$ cat src/rtl/menu_selector_pkg.sv
// menu_selector_pkg: shared top-level FSM codes, keypad key codes and helpers
package menu_selector_pkg;
  typedef enum logic [2:0] {OFF, WLCM, CH, GAME, WL, PA} top_state_t;
  localparam int KEY_W = 5;
  localparam logic [KEY_W-1:0] K_LEFT = 5'd4;
  localparam logic [KEY_W-1:0] K_OK = 5'd5;
  localparam logic [KEY_W-1:0] K_RIGHT = 5'd6;
  function automatic int max2(input int a, input int b);
    return a > b ? a : b;
  endfunction
endpackage

$ cat src/rtl/menu_selector_repeat_timer.sv
// repeat_timer: counts while enabled, pulses done at target and restarts from zero; cleared when disabled
module repeat_timer #(
  parameter int W = 4
) (
  input  logic         clk,
  input  logic         rst,
  input  logic         en,
  input  logic [W-1:0] target,
  output logic         done
);
  logic [W-1:0] cnt;
  assign done = en && cnt == target;
  always_ff @(posedge clk or posedge rst)
    if (rst) cnt <= '0;
    else cnt <= (!en || done) ? '0 : cnt + 1'b1;
endmodule

$ cat src/rtl/menu_selector.sv
// menu_selector: keypad-driven index selector with saturate/wrap, hold-to-repeat, confirm lock and range recovery
module menu_selector
  import menu_selector_pkg::*;
#(
  parameter int N_OPTS       = 5,
  parameter int SEL_W        = 3,
  parameter int STATE_W      = 3,
  parameter int ACTIVE_STATE = int'(CH),
  parameter int WRAP         = 0,
  parameter int KEY_LEFT     = int'(K_LEFT),
  parameter int KEY_RIGHT    = int'(K_RIGHT),
  parameter int KEY_OK       = int'(K_OK),
  parameter int DEFAULT_SEL  = 0,
  parameter int REPEAT_DLY   = 25000000,
  parameter int REPEAT_RATE  = 6250000
) (
  input  logic               clk,
  input  logic               rst,
  input  logic               keypad_pressed,
  input  logic [KEY_W-1:0]   key,
  input  logic [STATE_W-1:0] presente,
  output logic [SEL_W-1:0]   sel,
  output logic               sel_changed,
  output logic               confirm,
  output logic               locked
);
  localparam int TW = $clog2(max2(REPEAT_DLY, REPEAT_RATE) + 1);
  localparam logic [SEL_W-1:0] LAST = SEL_W'(N_OPTS - 1);
  localparam logic [SEL_W-1:0] DEF = SEL_W'(DEFAULT_SEL);
  localparam logic [TW-1:0] DLY_T = TW'(REPEAT_DLY == 0 ? 0 : REPEAT_DLY - 1);
  localparam logic [TW-1:0] RATE_T = TW'(REPEAT_RATE - 1);
  typedef enum logic [1:0] {IDLE, HOLD, REPEAT, WAIT_REL} st_t;
  st_t st;
  logic [KEY_W-1:0] held;
  logic [SEL_W-1:0] nxt;
  logic armed, active, same, is_left, is_right, is_ok, is_dir, cnt_en, done, recover, do_step;
  always_comb begin
    active = presente == STATE_W'(ACTIVE_STATE) && !locked;
    is_left = key == KEY_W'(KEY_LEFT);
    is_right = key == KEY_W'(KEY_RIGHT);
    is_ok = key == KEY_W'(KEY_OK);
    is_dir = is_left || is_right;
    same = keypad_pressed && key == held;
    cnt_en = active && same && (st == REPEAT || (st == HOLD && REPEAT_DLY != 0));
    recover = 32'(sel) >= N_OPTS;
    do_step = active && keypad_pressed && is_dir &&
              ((st == IDLE && armed) || ((st == HOLD || st == REPEAT) && same && done));
    nxt = is_right ? (sel == LAST ? (WRAP != 0 ? '0 : LAST) : sel + 1'b1)
                   : (sel == '0 ? (WRAP != 0 ? LAST : '0) : sel - 1'b1);
  end
  repeat_timer #(.W(TW)) u_timer (
    .clk(clk),
    .rst(rst),
    .en(cnt_en),
    .target(st == HOLD ? DLY_T : RATE_T),
    .done(done)
  );
  always_ff @(posedge clk or posedge rst)
    if (rst) begin
      st <= IDLE;
      sel <= DEF;
      sel_changed <= 1'b0;
      confirm <= 1'b0;
      locked <= 1'b0;
      held <= '0;
      armed <= 1'b0;
    end else begin
      sel_changed <= recover || (do_step && nxt != sel);
      sel <= recover ? DEF : (do_step ? nxt : sel);
      confirm <= 1'b0;
      if (!keypad_pressed) armed <= 1'b1;
      if (locked && presente != STATE_W'(ACTIVE_STATE)) locked <= 1'b0;
      if (!active) st <= IDLE;
      else case (st)
        IDLE: if (keypad_pressed && armed) begin
          held <= key;
          st <= is_dir ? HOLD : WAIT_REL;
          if (is_ok && !recover) begin
            confirm <= 1'b1;
            locked <= 1'b1;
          end
        end
        HOLD: st <= !same ? (keypad_pressed ? WAIT_REL : IDLE) : (done ? REPEAT : HOLD);
        REPEAT: st <= !same ? (keypad_pressed ? WAIT_REL : IDLE) : REPEAT;
        default: if (!keypad_pressed) st <= IDLE;
      endcase
    end
endmodule

$ cat config.mk
export PLATFORM = sky130hd
export DESIGN_NAME = menu_selector
export DESIGN_NICKNAME = d
export VERILOG_FILES = /design/src/rtl/menu_selector_pkg.sv /design/src/rtl/menu_selector_repeat_timer.sv /design/src/rtl/menu_selector.sv
export SDC_FILE = /design/constraint.sdc
export NUM_CORES = 1
export LEC_CHECK = 0
export CORE_MARGIN = 2
export CORE_UTILIZATION = 50
export DETAILED_ROUTE_END_ITERATION = 10
export PLACE_DENSITY_LB_ADDON = 0.08
export SYNTH_ARGS = -nofsm -noshare
export SYNTH_HDL_FRONTEND = slang
export SYNTH_HIERARCHICAL = 1
export SYNTH_SLANG_ARGS = --single-unit
$ cat constraint.sdc
create_clock -name clk -period 3.4 [get_ports clk]
set_input_delay 0.34 -clock clk [delete_from_list [all_inputs] [get_ports clk]]
set_output_delay 0.34 -clock clk [all_outputs]
set_load 0.02 [all_outputs]
# After elaboration in Yosys (flattened, before gate mapping)
# Cells that the tools add are included.
# totals
regBits	39
inputBits	11
out_inout_bits	6
# classes
addsub	3
magnitude_cmp	1
eq_ne	13
n_mux	25
n_reduce_logical	28
# op_table
op	count
two-way mux 25 bit	2
adder 25 x 1 -> 25 bit (second input constant)	1
== test 25 bit	1
two-way mux 2 bit	8
== test 5 x 3 -> 1 bit (second input constant)	3
logical AND 1 bit	15
two-way mux 3 bit	5
two-way mux 1 bit	9
!= test 3 x 2 -> 1 bit (second input constant)	2
case mux 2 bit (3 select lines)	1
== test 5 bit	1
logical OR 1 bit	5
!= test 5 x 2 -> 1 bit (second input constant)	1
adder 3 x 1 -> 3 bit (second input constant)	1
== test 3 x 2 -> 1 bit (second input constant)	1
== test 3 bit (second input constant)	1
>= comparator 3 bit (second input constant)	1
zero test 1 bit	3
zero test 3 bit	1
!= test 3 bit	1
AND reduction 3 bit	1
subtractor 3 x 1 -> 3 bit (second input constant)	1
== test 2 x 1 -> 1 bit (second input constant)	1
== test 2 bit (second input constant)	1
3 further kinds	3

# Depth between registers and ports, before layout
# Gate-level depths: netlist of the first run.
# depth
depth_word	10
mapped_depth	13

# Hierarchy
# Netlist of the first run, hierarchy kept.
# modules_own_cells
mod	instances	cells_each	area_each_um2	seq_area_each_um2
repeat_timer	1	175	1699.1	625.6
menu_selector	1	105	1029.7	350.3

# Least setup slack after synthesis of the first run
# OpenSTA, ideal clock, no wires.
# synth_timing
path_kind	register to register
start	register st[1]
end	register sel[1]
setup_time_ns	0.125
arrival_time_ns	3.265
setup_slack_ns	0.010
stages_incl_launch_ff	14
n_path_buf	1
period_less_slack_ns	3.390
path_cell_list	dfrtp_1 inv_1 ha_1 inv_1 xnor2_1 nand4_1 nor3_1 buf_2 and3_1 nand3_1 or3_1 o21ai_0 nand3_1 mux2_2
# synth_between
elab_chain_cells	8
# synth_lines
element	line_no	text
from (decl)	menu_selector.sv:33	st_t st;
from (signal assigned)	menu_selector.sv:77	st <= is_dir ? HOLD : WAIT_REL;
from (signal assigned)	menu_selector.sv:83	HOLD: st <= !same ? (keypad_pressed ? WAIT_REL : IDLE) : (done ? REPEAT : HOLD);
from (signal assigned)	menu_selector.sv:84	REPEAT: st <= !same ? (keypad_pressed ? WAIT_REL : IDLE) : REPEAT;
== test 2 x 1 -> 1 bit / == test 2 bit (equally long branches)	menu_selector.sv:44, menu_selector.sv:55	
two-way mux 25 bit / logical OR 1 bit (equally long branches)	menu_selector.sv:55, menu_selector.sv:44	
== test 25 bit / logical AND 1 bit (equally long branches)	menu_selector_repeat_timer.sv:12, menu_selector.sv:44	
logical AND 1 bit (*)	menu_selector_repeat_timer.sv:12	assign done = en && cnt == target;
net done	menu_selector.sv:36	logic armed, active, same, is_left, is_right, is_ok, is_dir, cnt_en, done, recover, do_step;
logical AND 1 bit (*)	menu_selector.sv:47	((st == IDLE && armed) || ((st == HOLD || st == REPEAT) && same && done));
logical OR 1 bit (*)	menu_selector.sv:47	
logical AND 1 bit (*)	menu_selector.sv:46	do_step = active && keypad_pressed && is_dir &&
nonzero test 2 bit (no line) (*)	n/a	
to (signal assigned)	menu_selector.sv:69	sel <= recover ? DEF : (do_step ? nxt : sel);
to (decl)	menu_selector.sv:22	output logic [SEL_W-1:0] sel,
# The timed path passes the listed nets; every way through them passes the cells marked *.
# A chain may end at the register's enable or synchronous reset.

# Final worst setup path of the first run
# layout_timing
start	input port key[4]
end	register sel[2]
# layout_between
elab_chain_cells	9
# layout_lines
element	line_no	text
from (decl)	menu_selector.sv:20	input logic [KEY_W-1:0] key,
== test 5 bit	menu_selector.sv:43	same = keypad_pressed && key == held;
logical AND 1 bit	menu_selector.sv:43	
logical AND 1 bit (2 in a row)	menu_selector.sv:44	cnt_en = active && same && (st == REPEAT || (st == HOLD && REPEAT_DLY != 0));
net cnt_en	menu_selector.sv:36	
logical AND 1 bit	menu_selector_repeat_timer.sv:12	
net done	menu_selector.sv:36	
logical AND 1 bit	menu_selector.sv:47	
logical OR 1 bit	menu_selector.sv:47	
logical AND 1 bit	menu_selector.sv:46	
nonzero test 2 bit (no line)	n/a	
# The timed path passes the listed nets, and every way through them passes these cells. The select of a mux whose other input is x is not followed.

==> results.ini, run 1 <==
[sta]
clock_skew_ps=8.26
finalHoldViolCount=0
worst_pin_slew_ps=965
min_period_ps=2990
setup_tns_ps=0
slew_viol_final=0
relSlewSlack_pct=35.6
fmax_mhz=334
setup_viol=0
rsz0062_at_grt=false
period_share_pct=88.0

[cells_and_area]
final_layout_size_suffix_gt1_share_pct=11.3
n_antenna_cell=0
synthToLayoutAreaGrowth_pct=14.5
nets=331
n_fill_cell=465

[synthesis]
synth_cell_type_count=50
synth_top_cell_by_area=dfrtp_1
synth.ff_latch_count=39
yosysWarnings=6
synth_edf_count=0
synth_top_area_share_pct=35.8
synth.most_common_cell=dfrtp_1
synth-seq-area-share_pct=35.8
ys.flop_type=dfrtp_1
netlist_instances=280
synth_common_cells=dfrtp_1, xnor2_1, nand2_1
syn_avg_cell_area_um2=9.75
synthesis.area_um2=2730
synthTopCellsByArea=dfrtp_1, xnor2_1, ha_1
async_flop_share_pct=100

[power]
power.density_nw_per_um2=301
p_leak_nw=1.15
ir_drop_mv=0.204
finalPower_mw=0.940

[worst_setup_path]
critical_path_arrival_ps=3150
critical_path.cell_chain=clkdlybuf4s50_1, xnor2_1, nand3_1, or3_1, nor4_1, and3_1, nand3_1, or3_1, o21ai_0, nand3_1, buf_4, mux2i_1
worstPathMaxFanout=4
end_kind=flip-flop
required_ps=3560
cp-start-kind=input port
timing_worst_setup_path_type=input port to flip-flop
critical-path-top-delay-family=simple AND/OR/NAND/NOR gates
crit_slowest_cell=clkdlybuf4s50_1
path_common_cell=nand3_1
worst-path-buf-inv=2
slowest_delay_ps=590

[die]
num_io_pins=17
num_rows=26
die_h_um=77.9
core_area_um2=5170
die_area_um2=6060
die_x_um=77.9
initial_core_util_pct=52.8

[global_route]
grt_pass1_wl_um=10200
overflow=0
track_usage_pct=20.9
grt_max_degree=26
antenna_found_initial=0
grt_pass1_vias=2171

[clock_network]
htreeDepth=2
cts_tree=yes
cts_hold_buf=0
cts_resized=0
post_cts_buffers=0
clock_sinks=39
cts_max_path_buffers=2
cts.clk_slew.worst_paths_ps=70
clock-root-buffer=clkbuf_8
clk_latency_ps=290
cts_buffers=5

[outcome]
status=completed

[placed_design]
numPortBuffers=16
hpwl_um=4130
finalWeightedCongestion=0.883

[hold_path]
hold_path_class=input port to asynchronous set/reset pin

[job]
max-cap-violations=0

[detailed_routing]
drt_first_pass_iters=4
drt.antenna.violating_nets=0
drcViolationCount=0
wire_per_inst_um=14.7
viasPerCell=5.71
num_vias=2170
wl_um=5570
drt_iter0_markers=113

cells by family (layout without fill, tap and decap cells):
group | after synthesis | count (layout) | synth area share, %
compound gates | 50 | 50 | 14.4
buf+inv | 28 | 43 | 3.99
flops | 39 | 39 | 35.8
fa+ha+maj | 11 | 11 | 5.04
mux | 10 | 10 | 3.99
simple gates | 97 | 97 | 22.8
xor+xnor | 43 | 43 | 13.8
other cells | 2 | 17 | 0.275
report_power, final:
part	internal [mW]	total (mW)	switching, mW
combinational	0.0552	0.107	0.0519
clock	0.185	0.341	0.156
sequential	0.480	0.491	0.0114
total	0.720	0.940	0.220
state kept, by name, summed over array words and instances, names as in the netlist:
signal and count:
u_timer/cnt 25, st 2, held 5, confirm 1
sel_changed 1, sel 3, armed 1, locked 1
routing by layer:
layer / GRT usage [%] / vias up / wire length (µm) / share of wire, %
met5: 0 / - / 0 / 0
met4: 6.61 / 0 / 77 / 1.4
met3: 3.37 / 7 / 169 / 3.0
met2: 37.2 / 35 / 2920 / 52
met1: 25.7 / 1055 / 2400 / 43
li1: - / 1073 / - / -
final cells by class:
| type | instances | area, µm² | area share (%) |
|---|---|---|---|
| Multi-Input combinational cell | 228 | 1710 | 54.9 |
| Sequential cell | 39 | 976 | 31.2 |
| Tap cell | 70 | 87.6 | 2.80 |
| Clock buffer | 8 | 100 | 3.20 |
| Timing Repair Buffer | 20 | 190 | 6.09 |
| Inverter | 15 | 56.3 | 1.80 |
stage by stage:
stage          std cells  utilization (%)  setup WS (ps)  hold slack [ps]  area (µm²)
2_1_floorplan        295                -           10.4              229        2790
3_3_place_gp         372             58.5            201              503        3020
3_5_place_dp         372             58.5           81.2              502        3020
4_1_cts              380             60.4            400              429        3120
5_1_grt              380             60.4           90.9              488        3120
6_report             380             60.4            409              416        3120
cell usage in the layout (no fill, tap or decap), drive strengths merged, types with 10 or more instances in the layout:
cell / n
dfrtp: 39
ha: 11
nand2: 19
xnor2: 35
nand4: 11
a211oi: 13
clkdlybuf4s50: 16
o21ai: 10
nand3: 15
nor2: 11
inv: 15
a221oi: 12
or3: 10
conb: 17
path summary, 6_finish.rpt:
check,depth (start not counted),slack [ps],start,endpoint
hold / removal,2,420,rst,held[0]$_DFFE_PP0P_
setup / recovery,12,410,key[4],sel[2]$_DFFE_PP0P_
min in group clk,1,520,locked$_DFF_PP0_,locked$_DFF_PP0_
setup reg to reg,13,470,st[1]$_DFFE_PP0P_,sel[2]$_DFFE_PP0P_
hold reg to reg,1,520,locked$_DFF_PP0_,locked$_DFF_PP0_
max in group asynchronous,2,2210,rst,u_timer/cnt[4]$_DFF_PP0_
(Power assumes the default switching activity.)
==> run 2: changes to the inputs <==
Settings changed: CORE_UTILIZATION 50 to 40.
==> run 2 against run 1 <==
Against the previous run: clock skew grew 0.58 ps; highest routed layer unchanged; global-route usage shrank 2.6 points; sequential share of layout area shrank 0.27 points; critical path type unchanged; first-iteration DRC count grew 17%; non-clock buffer count grew 2; final cell count grew 3.2%; clock-buffer cell count is the same.
==> results.ini, run 2 (synthesized netlist as in run 1, its figures left out) <==
[outcome]
status=completed

[clock_network]
htreeDepth=2
clk_latency_ps=290
cts.clk_slew.worst_paths_ps=70
clock-root-buffer=clkbuf_8
cts_max_path_buffers=2
post_cts_buffers=0
cts_hold_buf=0
cts_tree=yes
cts_buffers=5
clock_sinks=39
cts_resized=0

[worst_setup_path]
worst-path-buf-inv=2
path_depth=12
ff2ff_setup_slack_ps=540
r2r_end=sel[2]$_DFFE_PP0P_
path_common_cell=nand3_1
required_ps=3560
ff2ff_path_depth=13
cp-start-kind=input port
end_kind=flip-flop
regToRegStartpoint=st[1]$_DFFE_PP0P_
worstPathMaxFanout=4
slowest_delay_ps=570
critical_path.cell_chain=clkdlybuf4s50_1, xnor2_1, nand3_1, or3_1, nor4_1, and3_1, nand3_1, or3_1, o21ai_0, nand3_1, buf_4, mux2i_1
timing_worst_setup_path_type=input port to flip-flop
critical_path_arrival_ps=3200
critical-path-top-delay-family=simple AND/OR/NAND/NOR gates
crit_slowest_cell=clkdlybuf4s50_1

[placed_design]
hpwl_um=4360
numPortBuffers=16
finalWeightedCongestion=0.773
preCtsSetupSlack_ps=28.5

[job]
max-cap-violations=0

[global_route]
track_usage_pct=18.3
grt_pass1_wl_um=10900
grt_max_degree=26
antenna_found_initial=0
grt_pass1_vias=2244
overflow=0

[cells_and_area]
nets=333
final_common_cell=dfrtp_1
final_util_pct=47.2
n_antenna_cell=0
synthToLayoutAreaGrowth_pct=15.5
largest_register_ffs=25
mostFrequentLayoutCells=dfrtp_1, xnor2_1, nand2_1
reg_top3=u_timer/cnt x25, held x5, sel x3
final_layout_size_suffix_gt1_share_pct=11.9
regMostFlops=u_timer/cnt

[detailed_routing]
drt.antenna.violating_nets=0
wire_per_inst_um=16.0
viasPerCell=5.50
wl_um=6250
drt_iter0_markers=132
drcViolationCount=0
drt_first_pass_iters=4
num_vias=2157

[sta]
finalHoldViolCount=0
setup_tns_ps=0
rsz0062_at_grt=false
worst_pin_slew_ps=1030
setup_viol=0
min_period_ps=3040
fmax_mhz=329
clock_skew_ps=8.84
slew_viol_final=0
period_share_pct=89.5
final.setup.worst_slack_ps=357
relSlewSlack_pct=31.4

[power]
p_leak_nw=1.16
power.density_nw_per_um2=302
ir_drop_mv=0.175

[die]
die_h_um=86.6
die_x_um=86.6
initial_core_util_pct=40.8
num_rows=30
num_io_pins=17
core_area_um2=6680
die_area_um2=7500

[hold_path]
hold_path_class=input port to asynchronous set/reset pin

[run 2: changes by cell type in the layout (fill, tap and decap cells not counted), sizes merged]
cell | before | now
buf | 4 | 6
[run 2: layer usage]
layer	global-route usage (%)	up-vias	part of all wire, %	routed length, µm
met1	23.3	1057	49	3030
li1	-	1074	-	-
met4	4.26	0	1.0	65
met5	0	-	0	0
met3	2.86	5	1.8	111
met2	32.4	21	49	3040
[run 2: worst max-delay path by stage]
stage / start / endpoint / slack (ps)
floorplan: st[1]$_DFFE_PP0P_ / sel[1]$_DFFE_PP0P_ / 10
finish: key[3] / sel[2]$_DFFE_PP0P_ / 360
CTS: key[3] / sel[2]$_DFFE_PP0P_ / 350
global route: key[3] / sel_changed$_DFF_PP0_ / 60
detailed placement: key[3] / sel[2]$_DFFE_PP0P_ / 30
global placement: key[3] / sel[2]$_DFFE_PP0P_ / 180
[run 2: layout make-up]
cell class | instances | area, µm²
inverter | 15 | 56.3
tap | 80 | 100
timing repair buffer | 22 | 205
multi-input combinational | 228 | 1710
fill | 691 | 3530
sequential | 39 | 976
clock buffer | 8 | 100
[run 2: worst register-to-register path, cell delays in order (launching register included)]
cell and delay, ps:
dfrtp_1 400, inv_1 80, ha_1 200, buf_4 180, xnor2_1 140, nand4_1 140
nor4_4 340, and3_1 250, nand3_1 90, or3_1 360, o21ai_0 150, nand3_1 130
buf_4 180, mux2i_1 110
[run 2: report_power, final]
group	switching, mW	total (mW)	leakage (nW)	internal (mW)
Clock	0.165	0.350	0.0515	0.185
Sequential	0.0118	0.492	0.530	0.480
Combinational	0.0538	0.110	0.580	0.0564
[run 2: per-stage QoR]
step / area (µm²) / cells / power [mW] / hold slack (ps)
floorplan: 2790 / 295 / 0.575 / 229
global placement: 3050 / 384 / 0.612 / 505
detailed placement: 3050 / 384 / 0.612 / 501
CTS: 3150 / 392 / 0.967 / 460
global route: 3150 / 392 / 1.01 / 479
finish: 3150 / 392 / 0.952 / 431
